## config.mk

```make
export PLATFORM = sky130hd
export DESIGN_NAME = tank_move_ctrl_flat
export DESIGN_NICKNAME = d
export VERILOG_FILES = /design/src/rtl/tank_move_ctrl_pkg.sv /design/src/rtl/tank_move_ctrl_if.sv /design/src/rtl/tank_move_ctrl_move_timer.sv /design/src/rtl/tank_move_ctrl.sv /design/src/flat_wrapper.sv
export SDC_FILE = /design/constraint.sdc
export NUM_CORES = 1
export LEC_CHECK = 0
export ABC_CLOCK_PERIOD_IN_PS = 2800
export CAP_MARGIN = 20
export CORE_MARGIN = 3
export CORE_UTILIZATION = 57
export DETAILED_ROUTE_END_ITERATION = 10
export PLACE_DENSITY = 0.89
export SLEW_MARGIN = 15
export SYNTH_ARGS = -nofsm -noshare
export SYNTH_HDL_FRONTEND = slang
export SYNTH_SLANG_ARGS = --single-unit
```

## constraint.sdc

```tcl
create_clock -name clk -period 2.8 [get_ports clk]
set_input_delay 0.84 -clock clk [delete_from_list [all_inputs] [get_ports clk]]
set_output_delay 0.84 -clock clk [all_outputs]
set_load 0.01 [all_outputs]
```

## src/rtl/tank_move_ctrl_pkg.sv

```systemverilog
// tank_move_ctrl_pkg
// Shared types and constants for the tank movement controller:
//   dir_e     - direction encoding, also the encoding of the facing output
//   state_e   - movement FSM state encoding
//   SCREEN_W, SCREEN_H, TANK_SIZE - playfield geometry in pixels
//   pick_dir  - button priority encoder (up > down > left > right)
//   bound_ok  - screen-edge test for a full step in a given direction
package tank_move_ctrl_pkg;

  typedef enum logic [1:0] {
    UP    = 2'b00,
    DOWN  = 2'b01,
    LEFT  = 2'b10,
    RIGHT = 2'b11
  } dir_e;

  typedef enum logic [1:0] {
    ST_IDLE   = 2'b00,
    ST_SETTLE = 2'b01,
    ST_STEP   = 2'b10,
    ST_WAIT   = 2'b11
  } state_e;

  localparam logic [10:0] SCREEN_W  = 11'd640;
  localparam logic [10:0] SCREEN_H  = 11'd480;
  localparam logic [10:0] TANK_SIZE = 11'd32;

  function automatic dir_e pick_dir(input logic up, input logic down,
                                    input logic left);
    dir_e d;
    if (up)        d = UP;
    else if (down) d = DOWN;
    else if (left) d = LEFT;
    else           d = RIGHT;
    return d;
  endfunction

  // Done at 11 bits so ver+32+step cannot wrap near the bottom/right edge.
  // A step either fits entirely or is refused; there is no partial clamp.
  function automatic logic bound_ok(input dir_e d, input logic [9:0] ver,
                                    input logic [9:0] hor, input logic [9:0] step);
    logic [10:0] v;
    logic [10:0] h;
    logic [10:0] s;
    logic        ok;
    v = {1'b0, ver};
    h = {1'b0, hor};
    s = {1'b0, step};
    ok = 1'b0;
    case (d)
      UP:      ok = (v >= s);
      DOWN:    ok = ((v + TANK_SIZE + s) <= SCREEN_H);
      LEFT:    ok = (h >= s);
      RIGHT:   ok = ((h + TANK_SIZE + s) <= SCREEN_W);
      default: ok = 1'b0;
    endcase
    return ok;
  endfunction

endpackage

```

## src/rtl/tank_move_ctrl_if.sv

```systemverilog
// tank_move_ctrl_if
// Bundles the controller's request/response signals.
//   btn_*          - debounced level move requests (active-high)
//   tank_*_valid   - collision-checker verdict for the current position
//   position_ver   - top edge of the 32x32 tank (feeds the collision checker)
//   position_hor   - left edge of the tank
//   facing         - last requested direction (00 up, 01 down, 10 left, 11 right)
//   moving         - one-cycle pulse after each committed step
// master: the movement controller; slave: buttons/checker/renderer side.
interface tank_move_ctrl_if;
  logic       btn_up;
  logic       btn_down;
  logic       btn_left;
  logic       btn_right;
  logic       tank_up_valid;
  logic       tank_down_valid;
  logic       tank_left_valid;
  logic       tank_right_valid;
  logic [9:0] position_ver;
  logic [9:0] position_hor;
  logic [1:0] facing;
  logic       moving;

  modport master (
    input  btn_up, btn_down, btn_left, btn_right,
    input  tank_up_valid, tank_down_valid, tank_left_valid, tank_right_valid,
    output position_ver, position_hor, facing, moving
  );

  modport slave (
    output btn_up, btn_down, btn_left, btn_right,
    output tank_up_valid, tank_down_valid, tank_left_valid, tank_right_valid,
    input  position_ver, position_hor, facing, moving
  );
endinterface

```

## src/rtl/tank_move_ctrl_move_timer.sv

```systemverilog
// move_timer
// Step pacing counter. Counts 0..MOVE_PERIOD-1 while enabled.
//   clk, rst_n - clock, async active-low reset
//   clear      - synchronous return to 0 (has priority over enable)
//   enable     - advance by one per cycle
//   tc         - high while enabled and at the last count
module move_timer #(
  parameter int MOVE_PERIOD = 250000
) (
  input  logic clk,
  input  logic rst_n,
  input  logic clear,
  input  logic enable,
  output logic tc
);

  localparam int TW = (MOVE_PERIOD > 1) ? $clog2(MOVE_PERIOD) : 1;

  logic [TW-1:0] count;

  always_ff @(posedge clk or negedge rst_n) begin
    if (!rst_n)      count <= '0;
    else if (clear)  count <= '0;
    else if (enable) count <= count + TW'(1);
  end

  assign tc = enable && (count == TW'(MOVE_PERIOD - 1));

endmodule

```

## src/rtl/tank_move_ctrl.sv

```systemverilog
// tank_move_ctrl
// Moves a 32x32 tank around a 640x480 screen one STEP at a time while a
// direction button is held, gated by the collision checker and screen edges.
//   clk   - system clock, rising edge
//   rst_n - async active-low reset
//   bus   - tank_move_ctrl_if.master (buttons, checker verdicts, position,
//           facing, moving)
//
// state     | meaning
// ----------+-----------------------------------------------------------
// ST_IDLE   | waiting for a button; latches direction and facing
// ST_SETTLE | one cycle so the checker evaluates a stable position
// ST_STEP   | commit the move if permitted; restart the pacing timer
// ST_WAIT   | MOVE_PERIOD cycles; then repeat if still held, else idle
module tank_move_ctrl
  import tank_move_ctrl_pkg::*;
#(
  parameter logic [9:0] INIT_VER    = 10'd400,
  parameter logic [9:0] INIT_HOR    = 10'd100,
  parameter logic [9:0] STEP        = 10'd1,
  parameter int         MOVE_PERIOD = 250000
) (
  input logic            clk,
  input logic            rst_n,
  tank_move_ctrl_if.master bus
);

  state_e     state_q, state_d;
  dir_e       dir_q, dir_d;
  dir_e       facing_q, facing_d;
  logic [9:0] ver_q, ver_d;
  logic [9:0] hor_q, hor_d;
  logic       moving_q, moving_d;
  logic       timer_clear, timer_en, timer_tc;
  logic [3:0] valid_vec;
  logic [3:0] btn_vec;

  // Indexed by dir_e encoding.
  assign valid_vec = {bus.tank_right_valid, bus.tank_left_valid,
                      bus.tank_down_valid,  bus.tank_up_valid};
  assign btn_vec   = {bus.btn_right, bus.btn_left, bus.btn_down, bus.btn_up};

  move_timer #(.MOVE_PERIOD(MOVE_PERIOD)) u_move_timer (
    .clk    (clk),
    .rst_n  (rst_n),
    .clear  (timer_clear),
    .enable (timer_en),
    .tc     (timer_tc)
  );

  always_ff @(posedge clk or negedge rst_n) begin
    if (!rst_n) begin
      state_q  <= ST_IDLE;
      dir_q    <= UP;
      facing_q <= UP;
      ver_q    <= INIT_VER;
      hor_q    <= INIT_HOR;
      moving_q <= 1'b0;
    end else begin
      state_q  <= state_d;
      dir_q    <= dir_d;
      facing_q <= facing_d;
      ver_q    <= ver_d;
      hor_q    <= hor_d;
      moving_q <= moving_d;
    end
  end

  always_comb begin
    state_d     = state_q;
    dir_d       = dir_q;
    facing_d    = facing_q;
    ver_d       = ver_q;
    hor_d       = hor_q;
    moving_d    = 1'b0;
    timer_clear = 1'b1;
    timer_en    = 1'b0;
    case (state_q)
      ST_IDLE: begin
        if (|btn_vec) begin
          dir_d    = pick_dir(bus.btn_up, bus.btn_down, bus.btn_left);
          facing_d = dir_d;
          state_d  = ST_SETTLE;
        end
      end
      ST_SETTLE: state_d = ST_STEP;
      ST_STEP: begin
        state_d = ST_WAIT;
        if (valid_vec[dir_q] && bound_ok(dir_q, ver_q, hor_q, STEP)) begin
          moving_d = 1'b1;
          case (dir_q)
            UP:      ver_d = ver_q - STEP;
            DOWN:    ver_d = ver_q + STEP;
            LEFT:    hor_d = hor_q - STEP;
            default: hor_d = hor_q + STEP;
          endcase
        end
      end
      ST_WAIT: begin
        timer_clear = 1'b0;
        timer_en    = 1'b1;
        // Only the latched direction's button keeps the repeat going;
        // anything else must come back through IDLE.
        if (timer_tc) state_d = btn_vec[dir_q] ? ST_SETTLE : ST_IDLE;
      end
      default: state_d = ST_IDLE;
    endcase
  end

  assign bus.position_ver = ver_q;
  assign bus.position_hor = hor_q;
  assign bus.facing       = facing_q;
  assign bus.moving       = moving_q;

endmodule
```

## src/flat_wrapper.sv

```systemverilog
// flat-port wrapper written by rule: the top's interface ports become plain ports
module tank_move_ctrl_flat import tank_move_ctrl_pkg::*;
#(
  parameter logic [9:0] INIT_VER    = 10'd400,
  parameter logic [9:0] INIT_HOR    = 10'd100,
  parameter logic [9:0] STEP        = 10'd1,
  parameter int         MOVE_PERIOD = 250000
)
  (clk, rst_n, bus_btn_up, bus_btn_down, bus_btn_left, bus_btn_right, bus_tank_up_valid, bus_tank_down_valid, bus_tank_left_valid, bus_tank_right_valid, bus_position_ver, bus_position_hor, bus_facing, bus_moving);
  tank_move_ctrl_if bus_i ();
  input logic clk;
  input logic rst_n;
  input wire logic [$bits(bus_i.btn_up)-1:0] bus_btn_up;
  input wire logic [$bits(bus_i.btn_down)-1:0] bus_btn_down;
  input wire logic [$bits(bus_i.btn_left)-1:0] bus_btn_left;
  input wire logic [$bits(bus_i.btn_right)-1:0] bus_btn_right;
  input wire logic [$bits(bus_i.tank_up_valid)-1:0] bus_tank_up_valid;
  input wire logic [$bits(bus_i.tank_down_valid)-1:0] bus_tank_down_valid;
  input wire logic [$bits(bus_i.tank_left_valid)-1:0] bus_tank_left_valid;
  input wire logic [$bits(bus_i.tank_right_valid)-1:0] bus_tank_right_valid;
  output wire logic [$bits(bus_i.position_ver)-1:0] bus_position_ver;
  output wire logic [$bits(bus_i.position_hor)-1:0] bus_position_hor;
  output wire logic [$bits(bus_i.facing)-1:0] bus_facing;
  output wire logic [$bits(bus_i.moving)-1:0] bus_moving;
  assign bus_i.btn_up = bus_btn_up;
  assign bus_i.btn_down = bus_btn_down;
  assign bus_i.btn_left = bus_btn_left;
  assign bus_i.btn_right = bus_btn_right;
  assign bus_i.tank_up_valid = bus_tank_up_valid;
  assign bus_i.tank_down_valid = bus_tank_down_valid;
  assign bus_i.tank_left_valid = bus_tank_left_valid;
  assign bus_i.tank_right_valid = bus_tank_right_valid;
  assign bus_position_ver = bus_i.position_ver;
  assign bus_position_hor = bus_i.position_hor;
  assign bus_facing = bus_i.facing;
  assign bus_moving = bus_i.moving;
  tank_move_ctrl #(.INIT_VER(INIT_VER), .INIT_HOR(INIT_HOR), .STEP(STEP), .MOVE_PERIOD(MOVE_PERIOD)) u_core (.clk(clk), .rst_n(rst_n), .bus(bus_i));
endmodule
```

# == Word level (Yosys, flattened, before mapping) ==
# Cells that the tools add are included.
# totals
ff_bits,43
inputBits,10
out_inout_bits,23
wordCells,62
# classes
addsub,9
magnitude_cmp,5
eq_ne,10
muxes,20
n_bitwise,1
n_reduce_logical,11
# op_table
operator,n
10-bit case mux with 2 select lines,2
18-bit 2-to-1 mux,2
"10-bit by 6-bit adder with 11-bit output, second input constant",2
"11-bit by 1-bit adder with 11-bit output, second input constant",2
"10-bit by 1-bit adder with 10-bit output, second input constant",2
"10-bit by 1-bit greater-or-equal comparator with 1-bit output, second input constant",2
"10-bit by 1-bit subtractor with 10-bit output, second input constant",2
"18-bit by 1-bit adder with 18-bit output, second input constant",1
"18-bit == test, second input constant",1
"11-bit by 10-bit less-or-equal comparator with 1-bit output, second input constant",1
"11-bit by 9-bit less-or-equal comparator with 1-bit output, second input constant",1
"2-bit == test, second input constant",4
1-bit 2-to-1 mux,8
2-bit 2-to-1 mux,4
2-bit case mux with 4 select lines,1
3-bit AND reduction,2
1-bit binary-select mux with 2-bit select,2
"2-bit by 1-bit == test with 1-bit output, second input constant",2
2-bit zero test,2
"2-bit by 1-bit inequality test with 1-bit output, second input constant",2
1-bit case mux with 4 select lines,1
2-bit AND reduction,2
4-bit OR reduction,1
"2-bit by 3-bit less-than comparator with 1-bit output, second input constant",1
other kinds (5),6

# == Depth between registers and ports, before layout ==
# depth
depth_word,8
ltp_mapped,11
mapped_depth_nobuf,9

# == Cells and area by module ==
# From an unflattened synthesis, not the netlist that was laid out.
# unflattened
hier_cells,333
area_unflattened_um2,3071.7
# modules_own_cells
mod,n_inst,cells_each,area_each_um2,seq_area_each_um2
tank_move_ctrl,1,234,2123.3,633.1
move_timer,1,99,948.4,450.4

# == Worst setup path after synthesis ==
# OpenSTA, ideal clock, no wires.
# synth_timing
path_kind,register to register
from,"reg u_core.ver_q[1], in the netlist u_core.bus.position_ver[1]"
to,"reg u_core.ver_q[5], in the netlist u_core.bus.position_ver[5]"
setup_time_ns,0.132
arrival_time_ns,2.247
t_required_ns,2.668
setup_slack_ns,0.421
stages_incl_launch_ff,9
n_path_buf,1
synth_period_minus_slack_ns,2.379
path_cell_list,dfrtp_1 ha_1 or4_4 o211ai_2 o211ai_2 a211oi_2 buf_6 nand2_2 xnor2_2
# synth_via
elab_chain_cells,7
elab_cells_between_ends,11
cone_classes,add/sub: 4; order compare: 2; mux: 3; reduce/logical: 2
# synth_lines
item,line,source
"start, declared",tank_move_ctrl.sv:31,"logic [9:0] ver_q, ver_d;"
"start signal, assigned",tank_move_ctrl.sv:63,ver_q <= ver_d;
10-bit by 6-bit adder with 11-bit output,tank_move_ctrl_pkg.sv:52,DOWN: ok = ((v + TANK_SIZE + s) <= SCREEN_H);
11-bit by 1-bit adder with 11-bit output,tank_move_ctrl_pkg.sv:52,
11-bit by 9-bit less-or-equal comparator with 1-bit output,tank_move_ctrl_pkg.sv:52,
1-bit case mux with 4 select lines,tank_move_ctrl_pkg.sv:50,case (d)
1-bit 2-to-1 mux,tank_move_ctrl.sv:78,case (state_q)
1-bit logical AND,tank_move_ctrl.sv:89,"if (valid_vec[dir_q] && bound_ok(dir_q, ver_q, hor_q, STEP)) begin"
3-bit AND reduction (no line),-,
# Parallel ways exist; a longest one is shown, timed or not. The select of a mux whose other input is x is not followed.
# A chain may end at the register's enable or synchronous reset.

# == Worst setup path in the final report ==
# layout_timing
from,"reg u_core.hor_q[2], in the netlist u_core.bus.position_hor[2]"
to,"reg u_core.hor_q[1], in the netlist u_core.bus.position_hor[1]"
# layout_via
elab_chain_cells,7
elab_cells_between_ends,8
cone_classes,add/sub: 2; order compare: 2; mux: 2; reduce/logical: 2
# layout_lines
item,line,source
"start, declared",tank_move_ctrl.sv:32,"logic [9:0] hor_q, hor_d;"
"start signal, assigned",tank_move_ctrl.sv:64,hor_q <= hor_d;
10-bit by 6-bit adder with 11-bit output,tank_move_ctrl_pkg.sv:54,RIGHT: ok = ((h + TANK_SIZE + s) <= SCREEN_W);
11-bit by 1-bit adder with 11-bit output,tank_move_ctrl_pkg.sv:54,
11-bit by 10-bit less-or-equal comparator with 1-bit output,tank_move_ctrl_pkg.sv:54,
1-bit case mux with 4 select lines *,tank_move_ctrl_pkg.sv:50,
1-bit 2-to-1 mux *,tank_move_ctrl.sv:78,
1-bit logical AND *,tank_move_ctrl.sv:89,
3-bit AND reduction (no line) *,-,
# Mark *: on every way between the ends. The rest lies on a longest branch, timed or not. The select of a mux whose other input is x is not followed.

==> summary.md <==
| Metric | Value |
|---|---|
| Outcome | finished clean |
| Post-synth EDFFs | 0 |
| CTS root buf | clkbuf_8 |
| Initial Util | 0.610 |
| GRT Total Usage | 0.233 |
| Worst IR Drop VDD | 0.000256 V |
| #FFs+latches synth | 43 |
| Sequential element share of the synthesized area | 0.364 |
| Static leakage | 0.00141 uW |
| Tmin final | 2.54 ns |
| WHS | 0.425 ns |
| Placed inst area | 3370 sq um |
| Critical Path AT | 2.77 ns |
| Share of the synthesized area in the top cell type | 0.311 |
| Power, Total | 1200 uW |
| Synth Area in Adders | 0.0504 |
| Via count | 2,612 |
| Initial antenna violation count | 0 |
| Syn Nets | 348 |
| I/O Buffers | 32 |
| Crit Path Category | reg -> reg |
| Cts hold-fix bufs | 0 |
| I/O pin cnt | 33 |
| Largest net degree at the start of global routing | 21 |
| Ys async rst share | 1.00 |
| CTS tree | built |
| Post-route setup slack | 0.257 ns |
| Global placer's final weighted congestion | 0.977 |
| Vias per std cell | 6.09 |
| Worst skew pair latency | 0.30 ns |
| Critical path endpoint category | flop |
| Post-Syn Area | 2980 sq um |
| Routed met1 length | 3.01 mm |
| Synth Flop Type | dfrtp_1 |
| Syn Area/Cell | 9.13 sq um |
| Post-CTS Setup Inserts | 0 |
| Compound-Gate Fraction of Synth Area | 0.131 |
| Clock tree buffer depth | 2 |
| Most frequent cell after synthesis | dfrtp_1 |
| Tcrit/Tclk final | 0.908 |
| Achievable Freq | 0.393 GHz |
| Top cells by area, synth | dfrtp_1 (31%), xnor2_1 (7.7%), dfstp_2 (5.3%) |
| Relative slew slack | 0.642 |
| Area of the core | 4880 sq um |
| Worst Tran Pin Value | 0.537 ns |
| Met3 wire len | 439 um |
| CP Launch Type | flop |
| Final instance area | 3490 sq um |
| CTS clk-pin slew, worst paths | 0.09 ns |
| Post-Synth Simple-Gate Area | 0.272 |
| Cell taking the most area after synthesis | dfrtp_1 |
| Setup TNS | 0 ns |
| Initial drt markers | 219 |
| H-Tree Depth | 2 |
| Total Die Area | 6130 sq um |
| Total grt overflow | 0 |
| Die X | 78.3 um |
| DR WL/cell | 15.8 um |
| Cell Pwr Density | 345 nW/um^2 |
| Routed length on met2 | 3.30 mm |
| Main combinational cell family by area after synthesis | simple AND/OR/NAND/NOR gates |
| Reg2reg path depth | 7 |
| First-pass GRT wire length | 11.6 mm |
| Pre-antenna DRT Iters | 5 |
| Top Metal Used | met4 |
| Clk_skew | 0.00651 ns |
| Drc violations | 0 |
| Hpwl dp | 4.94 mm |
| Syn Inst Count | 326 |
| # setup viols final | 0 |
| Die height | 78.3 um |
| Post-Synth XOR/XNOR Area | 0.111 |
| Clk sinks | 43 |
| CP max FO | 10 |
| Final hold vios | 0 |
| Nets | 383 |
| Yosys cell types | 63 |
| Final WL | 6.80 mm |
| Worst EP required | 3.03 ns |
| CTS resizes | 0 |
| Placement Setup Slack | 0.260 ns |
| FP Rows | 25 |
| Worst hold-check path type | in -> async |
| RSZ-0062 raised after global routing | false |
| Post-synthesis mux area share | 0.0248 |
| Commonest cells in the netlist | dfrtp_1 (37), nand2_1 (28), nand3_1 (27) |
| MaxCap Viol Count | 0 |
| Final Max Tran Viols | 0 |
| Area growth syn-to-layout | 17.1% |
| Share of layout cells above drive strength 1 | 0.146 |
| Total CTS buffers | 5 |
| # diodes | 0 |
| Post-detailed-route count of antenna-violating nets | 0 |
| YS warnings | 0 |
| Via count of the first global-routing pass | 2,461 |
[cells in the final DEF, fill, tap and decap left out, drive strengths merged, types with 4 or more instances in the layout]
cell type / instances
clkdlybuf4s50: 31
o21ai: 21
o211ai: 5
and2: 17
nor2b: 7
a21oi: 11
nor4: 4
xor2: 6
inv: 11
and3: 4
nand2: 33
nor2: 17
nand4: 9
buf: 14
dfrtp: 37
nor3: 6
or3: 4
nand3: 28
ha: 12
clkbuf: 5
xnor2: 29
dfstp: 6
mux2i: 4
[kinds of logic after synthesis]
| logic type | count (synthesis) |
|---|---|
| adders and majority gates | 12 |
| AOI/OAI and AO/OA | 57 |
| muxes | 6 |
| DFF | 43 |
| xor gates and xnor gates | 35 |
| buffers and inverters | 27 |
| and+or+nand+nor | 146 |
[worst paths after layout]
path	start	endpoint	slack, ns
min in group clk	u_core.u_move_timer.count[0]	u_core.u_move_timer.count[0]	0.47
worst max register to register	u_core.bus.position_hor[2]	u_core.bus.position_hor[1]	0.26
worst min register to register	u_core.u_move_timer.count[0]	u_core.u_move_timer.count[0]	0.47
max in group asynchronous	rst_n	u_core.bus.position_ver[4]	1.77
worst max-delay path	u_core.bus.position_hor[2]	u_core.bus.position_hor[1]	0.26
worst min-delay path	rst_n	u_core.u_move_timer.count[12]	0.43
[critical path: stages (launching register included)]
cell	delay (ns)
dfstp_2	0.63
nand3_1	0.18
or2_0	0.36
a311o_1	0.40
a311oi_2	0.28
o211ai_2	0.24
nand2_1	0.19
mux2i_1	0.19
[flip-flops by register name (all words and copies together), names as in the netlist]
register and flops:
u_core.u_move_timer.count 18, u_core.bus.position_hor 10, u_core.bus.position_ver 10, u_core.dir_q 2, u_core.state_q 2, u_core.bus.moving 1
[per-layer routing]
metal | track usage | vias up
met5 | 0 | -
met4 | 0.0594 | 0
met3 | 0.0390 | 6
met2 | 0.390 | 111
met1 | 0.314 | 1267
li1 | - | 1228
[per-stage QoR]
stage               utilization  std cells
global route              0.714        429
detailed placement        0.691        421
global placement          0.691        421
finish                    0.714        429
CTS                       0.714        429
floorplan                     -        326
[power breakdown]
group,switching (uW),internal [uW],total [uW]
logic,41.4,33.9,75.3
clock network,232,271,502
registers,1.86,624,626
[cell type report]
| class | instances | area (sq um) |
|---|---|---|
| multi-input cells | 256 | 1750 |
| fillers | 373 | 1390 |
| flip-flops and latches | 43 | 1080 |
| repair buffers | 45 | 413 |
| well taps | 67 | 83.8 |
| clock buffers | 5 | 68.8 |
| clock inverters | 3 | 47.5 |
| inverters | 10 | 37.5 |
(Power assumes the default switching activity.)
